**src/rtl/vdma_pkg.sv**
```systemverilog
// Shared types and defaults for the vdma frame ring scheduler.
package vdma_pkg;

    typedef enum logic [1:0] {
        StIdle = 2'd0,
        StArm  = 2'd1,
        StNext = 2'd2,
        StStop = 2'd3
    } vdma_state_e;

    localparam int unsigned BufWidthDefault = 3;
    localparam int unsigned CntWidthDefault = 32;

endpackage

```
**src/rtl/vdma_ring_next_buf.sv**
```systemverilog
// Combinational next-buffer pick: advance around the ring, hopping over a locked buffer.
module vdma_ring_next_buf
    import vdma_pkg::*;
#(
    parameter int unsigned BUF_WIDTH = BufWidthDefault
) (
    input  logic [BUF_WIDTH-1:0] wr_buf_i,
    input  logic [BUF_WIDTH-1:0] buf_num_i,
    input  logic                 lock_valid_i,
    input  logic [BUF_WIDTH-1:0] lock_buf_i,
    output logic [BUF_WIDTH-1:0] cand_o,
    output logic                 skip_o
);

    logic [BUF_WIDTH:0]   inc0;
    logic [BUF_WIDTH:0]   inc1;
    logic [BUF_WIDTH-1:0] cand0;
    logic [BUF_WIDTH-1:0] cand1;

    // One extra bit so wr_buf+1 cannot overflow before the wrap compare.
    assign inc0  = {1'b0, wr_buf_i} + {{BUF_WIDTH{1'b0}}, 1'b1};
    assign cand0 = (inc0 >= {1'b0, buf_num_i}) ? '0 : inc0[BUF_WIDTH-1:0];
    assign inc1  = {1'b0, cand0} + {{BUF_WIDTH{1'b0}}, 1'b1};
    assign cand1 = (inc1 >= {1'b0, buf_num_i}) ? '0 : inc1[BUF_WIDTH-1:0];

    assign skip_o = lock_valid_i && (cand0 == lock_buf_i) && (buf_num_i > BUF_WIDTH'(1));
    assign cand_o = skip_o ? cand1 : cand0;

endmodule

```
**src/rtl/vdma_frame_ring_scheduler.sv**
```systemverilog
// Drives a vdma write core around a ring of frame buffers, avoiding a reader-locked buffer.
module vdma_frame_ring_scheduler
    import vdma_pkg::*;
#(
    parameter int unsigned AXI4_ADDR_WIDTH = 32,
    parameter int unsigned INDEX_WIDTH     = 8,
    parameter int unsigned BUF_WIDTH       = BufWidthDefault,
    parameter int unsigned CNT_WIDTH       = CntWidthDefault
) (
    input  logic                       aresetn,
    input  logic                       aclk,
    input  logic                       cfg_enable,
    input  logic [AXI4_ADDR_WIDTH-1:0] cfg_base_addr,
    input  logic [AXI4_ADDR_WIDTH-1:0] cfg_frame_size,
    input  logic [BUF_WIDTH-1:0]       cfg_buf_num,
    input  logic                       lock_valid,
    input  logic [BUF_WIDTH-1:0]       lock_buf,
    output logic                       core_enable,
    output logic                       core_update,
    output logic [AXI4_ADDR_WIDTH-1:0] core_param_addr,
    input  logic                       core_busy,
    input  logic [INDEX_WIDTH-1:0]     core_index,
    output logic [1:0]                 stat_state,
    output logic [BUF_WIDTH-1:0]       stat_wr_buf,
    output logic                       stat_wr_valid,
    output logic [BUF_WIDTH-1:0]       stat_newest_buf,
    output logic                       stat_newest_valid,
    output logic [CNT_WIDTH-1:0]       stat_frame_count,
    output logic [CNT_WIDTH-1:0]       stat_skip_count,
    output logic                       irq_frame_done
);

    vdma_state_e                state_q, state_d;
    logic [INDEX_WIDTH-1:0]     prev_index_q;
    logic [AXI4_ADDR_WIDTH-1:0] base_q, base_d;
    logic [AXI4_ADDR_WIDTH-1:0] size_q, size_d;
    logic [BUF_WIDTH-1:0]       buf_num_q, buf_num_d;
    logic [BUF_WIDTH-1:0]       target_q, target_d;
    logic [AXI4_ADDR_WIDTH-1:0] param_addr_q, param_addr_d;
    logic                       enable_q, enable_d;
    logic                       update_q, update_d;
    logic [BUF_WIDTH-1:0]       wr_buf_q, wr_buf_d;
    logic                       wr_valid_q, wr_valid_d;
    logic [BUF_WIDTH-1:0]       newest_buf_q, newest_buf_d;
    logic                       newest_valid_q, newest_valid_d;
    logic [CNT_WIDTH-1:0]       frame_cnt_q, frame_cnt_d;
    logic [CNT_WIDTH-1:0]       skip_cnt_q, skip_cnt_d;
    logic                       irq_q, irq_d;

    logic                       idx_chg;
    logic [BUF_WIDTH-1:0]       cand;
    logic                       skip;

    assign idx_chg = (core_index != prev_index_q);

    vdma_ring_next_buf #(
        .BUF_WIDTH (BUF_WIDTH)
    ) u_next_buf (
        .wr_buf_i     (wr_buf_q),
        .buf_num_i    (buf_num_q),
        .lock_valid_i (lock_valid),
        .lock_buf_i   (lock_buf),
        .cand_o       (cand),
        .skip_o       (skip)
    );

    always_comb begin
        state_d        = state_q;
        base_d         = base_q;
        size_d         = size_q;
        buf_num_d      = buf_num_q;
        target_d       = target_q;
        param_addr_d   = param_addr_q;
        enable_d       = enable_q;
        update_d       = update_q;
        wr_buf_d       = wr_buf_q;
        wr_valid_d     = wr_valid_q;
        newest_buf_d   = newest_buf_q;
        newest_valid_d = newest_valid_q;
        frame_cnt_d    = frame_cnt_q;
        skip_cnt_d     = skip_cnt_q;
        irq_d          = 1'b0;

        unique case (state_q)
            StIdle: begin
                if (cfg_enable) begin
                    base_d         = cfg_base_addr;
                    size_d         = cfg_frame_size;
                    buf_num_d      = (cfg_buf_num == '0) ? BUF_WIDTH'(1) : cfg_buf_num;
                    target_d       = '0;
                    param_addr_d   = cfg_base_addr;
                    frame_cnt_d    = '0;
                    skip_cnt_d     = '0;
                    wr_valid_d     = 1'b0;
                    newest_valid_d = 1'b0;
                    enable_d       = 1'b1;
                    update_d       = 1'b1;
                    state_d        = StArm;
                end
            end
            StArm: begin
                if (idx_chg) begin
                    // Core latched the armed params: the buffer it was writing is now complete.
                    if (wr_valid_q) begin
                        newest_buf_d   = wr_buf_q;
                        newest_valid_d = 1'b1;
                        irq_d          = 1'b1;
                    end
                    wr_buf_d    = target_q;
                    wr_valid_d  = 1'b1;
                    frame_cnt_d = frame_cnt_q + CNT_WIDTH'(1);
                    update_d    = 1'b0;
                    if (cfg_enable) begin
                        state_d = StNext;
                    end else begin
                        enable_d = 1'b0;
                        state_d  = StStop;
                    end
                end else if (!cfg_enable) begin
                    enable_d = 1'b0;
                    update_d = 1'b0;
                    state_d  = StStop;
                end
            end
            StNext: begin
                target_d     = cand;
                param_addr_d = base_q + AXI4_ADDR_WIDTH'(cand) * size_q;
                if (skip) begin
                    skip_cnt_d = skip_cnt_q + CNT_WIDTH'(1);
                end
                if (cfg_enable) begin
                    update_d = 1'b1;
                    state_d  = StArm;
                end else begin
                    enable_d = 1'b0;
                    update_d = 1'b0;
                    state_d  = StStop;
                end
            end
            StStop: begin
                wr_valid_d = 1'b0;
                if (!core_busy) begin
                    state_d = StIdle;
                end
            end
            default: state_d = StIdle;
        endcase
    end

    always_ff @(posedge aclk or negedge aresetn) begin
        if (!aresetn) begin
            state_q        <= StIdle;
            prev_index_q   <= '0;
            base_q         <= '0;
            size_q         <= '0;
            buf_num_q      <= '0;
            target_q       <= '0;
            param_addr_q   <= '0;
            enable_q       <= 1'b0;
            update_q       <= 1'b0;
            wr_buf_q       <= '0;
            wr_valid_q     <= 1'b0;
            newest_buf_q   <= '0;
            newest_valid_q <= 1'b0;
            frame_cnt_q    <= '0;
            skip_cnt_q     <= '0;
            irq_q          <= 1'b0;
        end else begin
            state_q        <= state_d;
            prev_index_q   <= core_index;
            base_q         <= base_d;
            size_q         <= size_d;
            buf_num_q      <= buf_num_d;
            target_q       <= target_d;
            param_addr_q   <= param_addr_d;
            enable_q       <= enable_d;
            update_q       <= update_d;
            wr_buf_q       <= wr_buf_d;
            wr_valid_q     <= wr_valid_d;
            newest_buf_q   <= newest_buf_d;
            newest_valid_q <= newest_valid_d;
            frame_cnt_q    <= frame_cnt_d;
            skip_cnt_q     <= skip_cnt_d;
            irq_q          <= irq_d;
        end
    end

    assign core_enable       = enable_q;
    assign core_update       = update_q;
    assign core_param_addr   = param_addr_q;
    assign stat_state        = state_q;
    assign stat_wr_buf       = wr_buf_q;
    assign stat_wr_valid     = wr_valid_q;
    assign stat_newest_buf   = newest_buf_q;
    assign stat_newest_valid = newest_valid_q;
    assign stat_frame_count  = frame_cnt_q;
    assign stat_skip_count   = skip_cnt_q;
    assign irq_frame_done    = irq_q;

endmodule

```
**config.mk**
```make
export PLATFORM = sky130hd
export DESIGN_NAME = vdma_frame_ring_scheduler
export DESIGN_NICKNAME = d
export VERILOG_FILES = /design/src/rtl/vdma_pkg.sv /design/src/rtl/vdma_ring_next_buf.sv /design/src/rtl/vdma_frame_ring_scheduler.sv
export SDC_FILE = /design/constraint.sdc
export NUM_CORES = 1
export LEC_CHECK = 0
export BUFFER_PORTS_ARGS = -buffer_cell sky130_fd_sc_hd__buf_2
export CAP_MARGIN = 20
export CORE_MARGIN = 4
export CORE_UTILIZATION = 50
export DETAILED_ROUTE_END_ITERATION = 7
export GPL_TIMING_DRIVEN = 0
export PLACE_DENSITY = 0.79
export SYNTH_ARGS = -nofsm -noshare
export SYNTH_HDL_FRONTEND = slang
export SYNTH_SLANG_ARGS = --single-unit
```
**constraint.sdc**
```tcl
create_clock -name aclk -period 9.5 [get_ports aclk]
set_input_delay 0.475 -clock aclk [delete_from_list [all_inputs] [get_ports aclk]]
set_output_delay 0.475 -clock aclk [all_outputs]
set_load 0.02 [all_outputs]
```
# Word-level counts from Yosys, hierarchy flattened
# Cells that the tools add are included.
# totals
memories	0
regBits	187
output_inout_bits	109
latchBits	0
romBits	0
ram_bits	0
wordCells	93
in_bits	83
# op_classes
n_eq_ne	12
muxes	35
n_reduce_logical	21
div	0
shift	0
bitwise_logic	0
n_addsub	5
mul	1
n_lt_le_gt_ge	3
# ops
op	count
$pmux W32 S2	3
$mux W32	4
$add A32 B1 Y32 const B	2
$add A32 B32 Y32	1
$mul A3 B32 Y32	1
$reduce_and A3 Y1	7
$mux W3	5
$mux W1	12
$mux W2	5
$ne A2 B2 Y1 const B	5
$add A3 B1 Y4 const B	2
$ge A4 B3 Y1	2
$ne A8 B8 Y1	1
$pmux W2 S4	1
$pmux W1 S3	2
$pmux W3 S2	1
$reduce_and A2 Y1	3
$reduce_bool A2 Y1	3
$reduce_bool A3 Y1	2
$eq A2 B2 Y1 const B	2
$pmux W1 S2	2
$reduce_and A4 Y1	1
$eq A3 B3 Y1	1
$gt A3 B1 Y1 const B	1
other kinds (7)	8

# Logic depth before layout (Yosys ltp)
# Gate-level depths: netlist of run 1.
# logic_depth
ltp_word	10
mapped_depth	28

# By module
# A second synthesis of run 1 with hierarchy kept.
# hier_totals
cells_unflattened	1371
hier_area_um2	12817.3
# modules_own_cells
module	seq_area_each_um2	instances	area_per_inst_um2	cells_each
vdma_frame_ring_scheduler	4679.5	1	12311.8	1309
vdma_ring_next_buf	0.0	1	505.5	62

# Worst setup path before layout of run 1
# No wires, ideal clock.
# synth_timing
kind	register to register
startpoint	register wr_buf_q[0], in the netlist stat_wr_buf[0]
endpoint	register param_addr_q[31], in the netlist core_param_addr[31]
required_ns	9.435
path_stages_with_launch	28
t_arrival_ns	7.339
slack_ns	2.097
period_less_slack_ns	7.403
setup_time_ns	0.065
path_cell_list	dfrtp_1 > ha_1 > xor2_1 > ha_1 > a21o_1 > a311oi_2 > and2_1 > ha_1 > ha_1 > a21o_1 > a221oi_1 > a221oi_1 > o22a_2 > clkbuf_1 > nand2b_1 > fa_1 > fa_1 > inv_1 > fa_1 > a211oi_1 > o21ai_1 > a32oi_1 > o211ai_1 > o21ai_1 > a211oi_1 > or3_1 > mux2i_1 > a211o_1
# synth_via
elab_chain_len	10
# synth_rtl
element	line_no	rtl
start, declared	vdma_frame_ring_scheduler.sv:42	logic [BUF_WIDTH-1:0] wr_buf_q, wr_buf_d;
start signal, assigned	vdma_frame_ring_scheduler.sv:178	wr_buf_q <= wr_buf_d;
$add A3 B1 Y4 *	vdma_ring_next_buf.sv:21	assign inc0 = {1'b0, wr_buf_i} + {{BUF_WIDTH{1'b0}}, 1'b1};
$ge A4 B3 Y1	vdma_ring_next_buf.sv:22	assign cand0 = (inc0 >= {1'b0, buf_num_i}) ? '0 : inc0[BUF_WIDTH-1:0];
$mux W3 *	vdma_ring_next_buf.sv:22	
$add A3 B1 Y4 / $eq A3 B3 Y1 (equally long branches)	vdma_ring_next_buf.sv:23, vdma_ring_next_buf.sv:26	
$ge A4 B3 Y1 / $logic_and A1 B1 Y1 (equally long branches)	vdma_ring_next_buf.sv:24, vdma_ring_next_buf.sv:26	
$mux W3 / $logic_and A1 B1 Y1 (equally long branches)	vdma_ring_next_buf.sv:24, vdma_ring_next_buf.sv:26	
$mux W3 *	vdma_ring_next_buf.sv:27	assign cand_o = skip_o ? cand1 : cand0;
$mul A3 B32 Y32 *	vdma_frame_ring_scheduler.sv:127	param_addr_d = base_q + AXI4_ADDR_WIDTH'(cand) * size_q;
$add A32 B32 Y32 *	vdma_frame_ring_scheduler.sv:127	
$pmux W32 S2 *	vdma_frame_ring_scheduler.sv:84	unique case (state_q)
end signal, assigned	vdma_frame_ring_scheduler.sv:175	param_addr_q <= param_addr_d;
end, declared	vdma_frame_ring_scheduler.sv:39	logic [AXI4_ADDR_WIDTH-1:0] param_addr_q, param_addr_d;
# Mark *: on every way between the ends. The rest lies on a longest branch, timed or not.
# A chain may end at the register's enable or synchronous reset.

# Final worst setup path of run 1
# layout_timing
startpoint	register wr_buf_q[0], in the netlist stat_wr_buf[0]
endpoint	register param_addr_q[23], in the netlist core_param_addr[23]
# Same word-level chain as after synthesis.

==> results of run 1 <==
==> how the worst max path moves through the flow <==
stage                          end  depth (start not counted)            from  slack [ps]
6_report       core_param_addr[23]                         27  stat_wr_buf[0]         800
5_1_grt        core_param_addr[31]                         27  stat_wr_buf[0]         350
4_1_cts        core_param_addr[31]                         27  stat_wr_buf[0]         900
3_5_place_dp   core_param_addr[23]                         27  stat_wr_buf[0]         950
3_3_place_gp   core_param_addr[23]                         27  stat_wr_buf[0]        1050
2_1_floorplan  core_param_addr[31]                         27  stat_wr_buf[0]        2100
==> Yosys cell counts (3+ instances only) <==
| cell type | number | share of area |
|---|---|---|
| nand2_1 | 80 | 0.024 |
| xnor2_1 | 23 | 0.016 |
| buf_2 | 3 | 0.0012 |
| a211oi_1 | 8 | 0.0048 |
| and2_1 | 63 | 0.032 |
| a31oi_1 | 4 | 0.0020 |
| xor2_1 | 59 | 0.042 |
| nand2b_1 | 6 | 0.0030 |
| dfrtp_1 | 187 | 0.38 |
| nor3b_1 | 5 | 0.0030 |
| or3_1 | 9 | 0.0045 |
| inv_1 | 159 | 0.048 |
| nand4_1 | 16 | 0.0081 |
| nand3_2 | 4 | 0.0032 |
| a21oi_1 | 66 | 0.027 |
| mux2i_1 | 23 | 0.019 |
| nand3_1 | 32 | 0.013 |
| and4_1 | 8 | 0.0056 |
| a21o_1 | 15 | 0.0091 |
| buf_1 | 3 | 0.00091 |
| and3_1 | 24 | 0.012 |
| fa_1 | 59 | 0.095 |
| mux2_2 | 73 | 0.066 |
| o21a_1 | 3 | 0.0018 |
| clkbuf_1 | 37 | 0.011 |
| a211o_1 | 6 | 0.0042 |
| nor2b_1 | 32 | 0.016 |
| o21ai_0 | 57 | 0.023 |
| a221oi_1 | 4 | 0.0028 |
| ha_1 | 47 | 0.047 |
| nor3_1 | 8 | 0.0032 |
| o21bai_1 | 4 | 0.0024 |
| nor2_1 | 91 | 0.028 |
| o22ai_1 | 6 | 0.0030 |
| o211ai_1 | 5 | 0.0030 |
==> layout make-up <==
type,instances,share of cell area
clock inverter,14,0.0120
multi-input combinational,882,0.480
timing repair buffer,191,0.0686
clock buffer,18,0.0305
inverter,160,0.0417
sequential,187,0.325
buffer,47,0.0141
tap,324,0.0281
==> worst register-to-register path: cells and delay by family, from the launching register on <==
family	cells	cell delay, ps
compound gates	14	3990
xor+xnor	1	370
fa+ha+maj	7	2660
buf+inv	2	410
flops	1	520
mux	1	120
simple gates	2	520
==> sequential cells by signal (all words and copies together) (netlist names) <==
signal and cells:
target_q 3, size_q 32, core_update 1, stat_wr_buf 3
base_q 32, stat_newest_buf 3, core_param_addr 32, stat_newest_valid 1
stat_wr_valid 1, prev_index_q 8, stat_skip_count 32, stat_frame_count 32
stat_state 2, irq_frame_done 1, core_enable 1, buf_num_q 3
==> through the flow <==
step	setup slack (ps)	utilization	instance area, sq um	cells	hold WS, ps
floorplan	2100	-	12400	1276	179
global placement	1050	0.564	13800	1790	468
detailed placement	953	0.566	13800	1791	470
CTS	895	0.591	14400	1823	79.5
global route	354	0.591	14400	1823	107
finish	804	0.591	14400	1823	29.0
==> kinds of logic (layout without fill, tap and decap cells) <==
logic type,after synthesis,count (layout)
adder cells (fa/ha/maj),106,106
buffers and inverters,207,430
AO/OA/AOI/OAI,208,208
multiplexers,96,96
AND/OR/NAND/NOR,388,388
XOR/XNOR,84,84
flip-flops,187,187
==> layer usage <==
metal,vias up,routed length (um),track usage
met1,4936,13600,0.317
met3,52,2500,0.0432
met4,0,790,0.0750
li1,4669,-,-
met2,366,15500,0.409
met5,-,0,0
==> impl_results.md, run 1 <==
* Reg2reg start: stat_wr_buf[0]
* Status: completed
* Yosys cell types at 72
* Wirelength per Cell at 17.7 um
* Async set-reset flop share out of synthesis at 1.00
* Crit path max-delay family: compound AO/OA/AOI/OAI gates
* Initial Utilization at 0.509
* Via Count at 10.0k
* Commonest non-fill, non-tap cell in the layout: buf_2
* Die H at around 170 um
* Synth Area in Compound Gates at 0.108
* Synthesis-to-layout area growth at 16.2%
* Final worst-path cycle share at 0.915
* Area of the multi-input gates at a little under 7000 sq um
* Clk root buf: clkbuf_16
* First-pass GRT wire length at 52,200 um
* Synth Area in Adders at 0.143
* Vias/cell at 5.50
* Fmax at 0.115 GHz
* Io pins at 192
* WP data arrival at 9020 ps
* CTS tree: built
* RR Endpoint: core_param_addr[23]
* Final nets at 1,675
* Slew Viols, Final at 0
* Worst setup SP type: flop
* Hold Path Class: in2async
* All-Layer GR Usage at 0.241
* Detailed placement HPWL at 24,400 um
* Largest family of logic cells by synthesized area: simple AND/OR/NAND/NOR gates
* # H-tree levels at 4
* Clk_lat worst skew at 440 ps
* Die ar. at roughly 27,000 sq um
* Synth Area in Simple Gates at 0.162
* Most used cell, CP: ha_1
* Actual transition at the worst max-transition pin at about 950 ps
* WP data required at between 9000 and 10,000 ps
* GRT overflow at 0
* Die X at 166 um
* Synth warn at 0
* Clock skew at 12.2 ps
* Register-to-register path setup slack at 800 ps
* Xor and xnor area share after synthesis at 0.0610
* Post-synth top flop: dfrtp_1
* Reg area at between 4000 and 5000 sq um
* Setup Buffers After CTS at 0
* Register bit total from synthesis at between 150 and 200
* Post-CTS resize count at 0
* Mapped Avg Cell Area at 9.73 sq um
* GPL Wtd Cong at about 0.93
* Drt drc at 0
* Layout cell share with drive strength beyond 1 at 0.217
* WL final at 32,400 um
* Vias in the first global route at 10.3k
* Filler cell count at approximately 2.1k
* Syn Std Cell Area at around 12,000 sq um
* Worst r2r path cells at 27
* CP Capture Type: flop
* Final setup fails at 0
* CTS Sinks at 187
* CTS max path bufs at 2
* Port-buffer cells at 190
* CTS clk-pin slew, worst paths at around 80 ps
* Delay of the slowest critical-path stage at 520 ps
* DR pass1 iterations at 6
* Largest net degree at the start of global routing at between 90 and 100
* Std cell rows at 57
* Hold Buf Count CTS at 0
* Crit-path max FO at 10
* Antenna violations before repair at 0
* Cells after Synth at 1,276
* EDFF count, synth at 0
* Crit path buf inv count at 2
* Starting DRT DRC Count at around 880
* TritonCTS buffer count at 17
* Final hold violations at 0
* Post-synthesis sequential area ratio at 0.377
* ANT cells at 0
* RSZ-0062 raised after global routing: no
* Max_cap viols at 0
* Sum Neg Setup Slack at 0 ps
* CP max-delay cell: dfrtp_1
* Core area at around 24,000 sq um
* Max transition margin at 0.364
* Post-Syn Nets at 1,465
* CP Class: reg2reg
* Mux contribution to synthesized area at 0.0848
* Fin crit period at around 8700 ps
* ANT nets after route at 0
* Highest-count cells in the layout ignoring fill and taps: buf_2, dfrtp_1, inv_1
Power of run 1 is left out: the tool's default activity adds up to more than one toggle a clock period on the data nets, which glitch-free logic cannot reach.
==> run 2, diff against run 1 <==
Clock period 9.5 ns to 8.7 ns, I/O delays scaled along.
==> impl_results.md, run 2 (synthesized netlist as in run 1, its figures left out) <==
* Clk_lat worst skew at approximately 440 ps
* RSZ-0062 raised after global routing: no
* Wirelength per Cell at approximately 18 um
* Worst setup SP type: flop
* Fmax at between 0.1 and 0.15 GHz
* Worst r2r path cells at 26
* CTS Sinks at roughly 190
* Worst setup path startpoint: stat_wr_buf[0]
* Layout cell share with drive strength beyond 1 at 0.219
* ANT nets after route at 0
* Final hold violations at 2
* GPL Wtd Cong at a little over 0.9
* Critical Path Sink: core_param_addr[23]
* Die X at 166 um
* Commonest non-fill, non-tap cell in the layout: buf_2
* Sum Neg Setup Slack at 0 ps
* Synthesis-to-layout area growth at 16.3%
* Clock skew at 12.5 ps
* CP Capture Type: flop
* All-Layer GR Usage at 0.241
* Final setup fails at 0
* First-pass GRT wire length at 52,200 um
* Highest-count cells in the layout ignoring fill and taps: buf_2, dfrtp_1, inv_1
* Reg2reg start: stat_wr_buf[0]
* WL final at 32,400 um
* Register-to-register path setup slack at 460 ps
* Initial Utilization at 0.509
* Hold Path Class: in2async
* Setup Buffers After CTS at 0
* Vias/cell at 5.55
* Crit-path max FO at 10
* Via Count at 10.1k
* # H-tree levels at 4
* Status: finished with violations
* Clk root buf: clkbuf_16
* Vias in the first global route at 10.3k
* Drt drc at 0
* Dpl ws at 153 ps
* Die ar. at roughly 27,000 sq um
* CTS max path bufs at 2
* RR Endpoint: core_param_addr[23]
* Std cell rows at 57
* Die H at 166 um
* Failing checks: negative hold slack
* Final nets at about 1.7k
* ANT cells at 0
* Antenna violations before repair at 0
* TritonCTS buffer count at 17
* Final worst-path cycle share at 0.948
* Fin crit period at 8240 ps
* DR pass1 iterations at 5
* Largest net degree at the start of global routing at 96
* Detailed placement HPWL at 24,400 um
* Port-buffer cells at 190
* Max_cap viols at 0
* WHS at -8.97 ps
* Io pins at 192
* WP data arrival at 8570 ps
* Starting DRT DRC Count at ~850
* WP data required at 9020 ps
* GRT overflow at 0
* CTS clk-pin slew, worst paths at 80 ps
* CP Class: reg2reg
* Core area at 24,400 sq um
* Max transition margin at 0.354
* Slew Viols, Final at 0
* CTS tree: built
* Final worst slack at 456 ps
* Actual transition at the worst max-transition pin at just under 1000 ps
[run 2: worst min path at each step]
stage                        startpoint             endpoint  slack (ps)  cells after the start
floorplan                       aresetn            base_q[0]         140                      0
global placement    core_param_addr[31]  core_param_addr[31]         470                      1
detailed placement  core_param_addr[14]  core_param_addr[14]         470                      2
CTS                             aresetn  stat_skip_count[13]          40                      1
global route                    aresetn  stat_skip_count[13]          70                      1
finish                          aresetn  stat_skip_count[13]          -9                      1
[run 2: timing repair]
item	CTS	global route
setup endpoints to repair	0	7
resized for setup	0	6
hold buffers	0	0
[run 2: worst max-delay path: stages (launching register included)]
cell       delay [ps]
dfrtp_1           520
ha_1              220
xor2_1            380
ha_1              380
a21o_1            220
a311oi_2          380
and2_1            230
ha_1              270
ha_1              280
a21o_1            160
a221oi_2          100
a221oi_1          280
o22a_2            240
buf_1             650
nor2b_1           150
fa_1              590
fa_1              430
ha_1              270
a2111oi_0         490
o21ai_1           250
a32oi_2           360
a21boi_0          180
o21ai_0           180
o21ai_0           200
a21oi_1           300
mux2i_1           120
a211o_1           270
[run 2: area by class of cell]
| class | instances | area [sq um] |
|---|---|---|
| Clock buffer | 18 | 439 |
| Buffer | 47 | 205 |
| Multi-Input combinational cell | 882 | 6950 |
| Sequential cell | 187 | 4680 |
| Tap cell | 324 | 405 |
| Inverter | 160 | 601 |
| Timing Repair Buffer | 191 | 988 |
| Clock inverter | 14 | 173 |
| Fill cell | 2090 | 9950 |
[run 2: metrics by stage]
stage / instances / instance area (sq um) / util
global placement: 1790 / 13800 / 0.564
CTS: 1823 / 14400 / 0.591
global route: 1823 / 14400 / 0.592
detailed placement: 1791 / 13800 / 0.566
floorplan: 1276 / 12400 / -
finish: 1823 / 14400 / 0.592
[run 2: per-layer routing]
layer,routed length [um],track usage,part of all wire,vias up
li1,-,-,-,4655
met1,13400,0.317,0.41,4991
met2,15600,0.409,0.48,414
met3,2620,0.0432,0.081,56
met4,813,0.0750,0.025,0
met5,0,0,0,-
Power of run 2 is left out for the same reason.
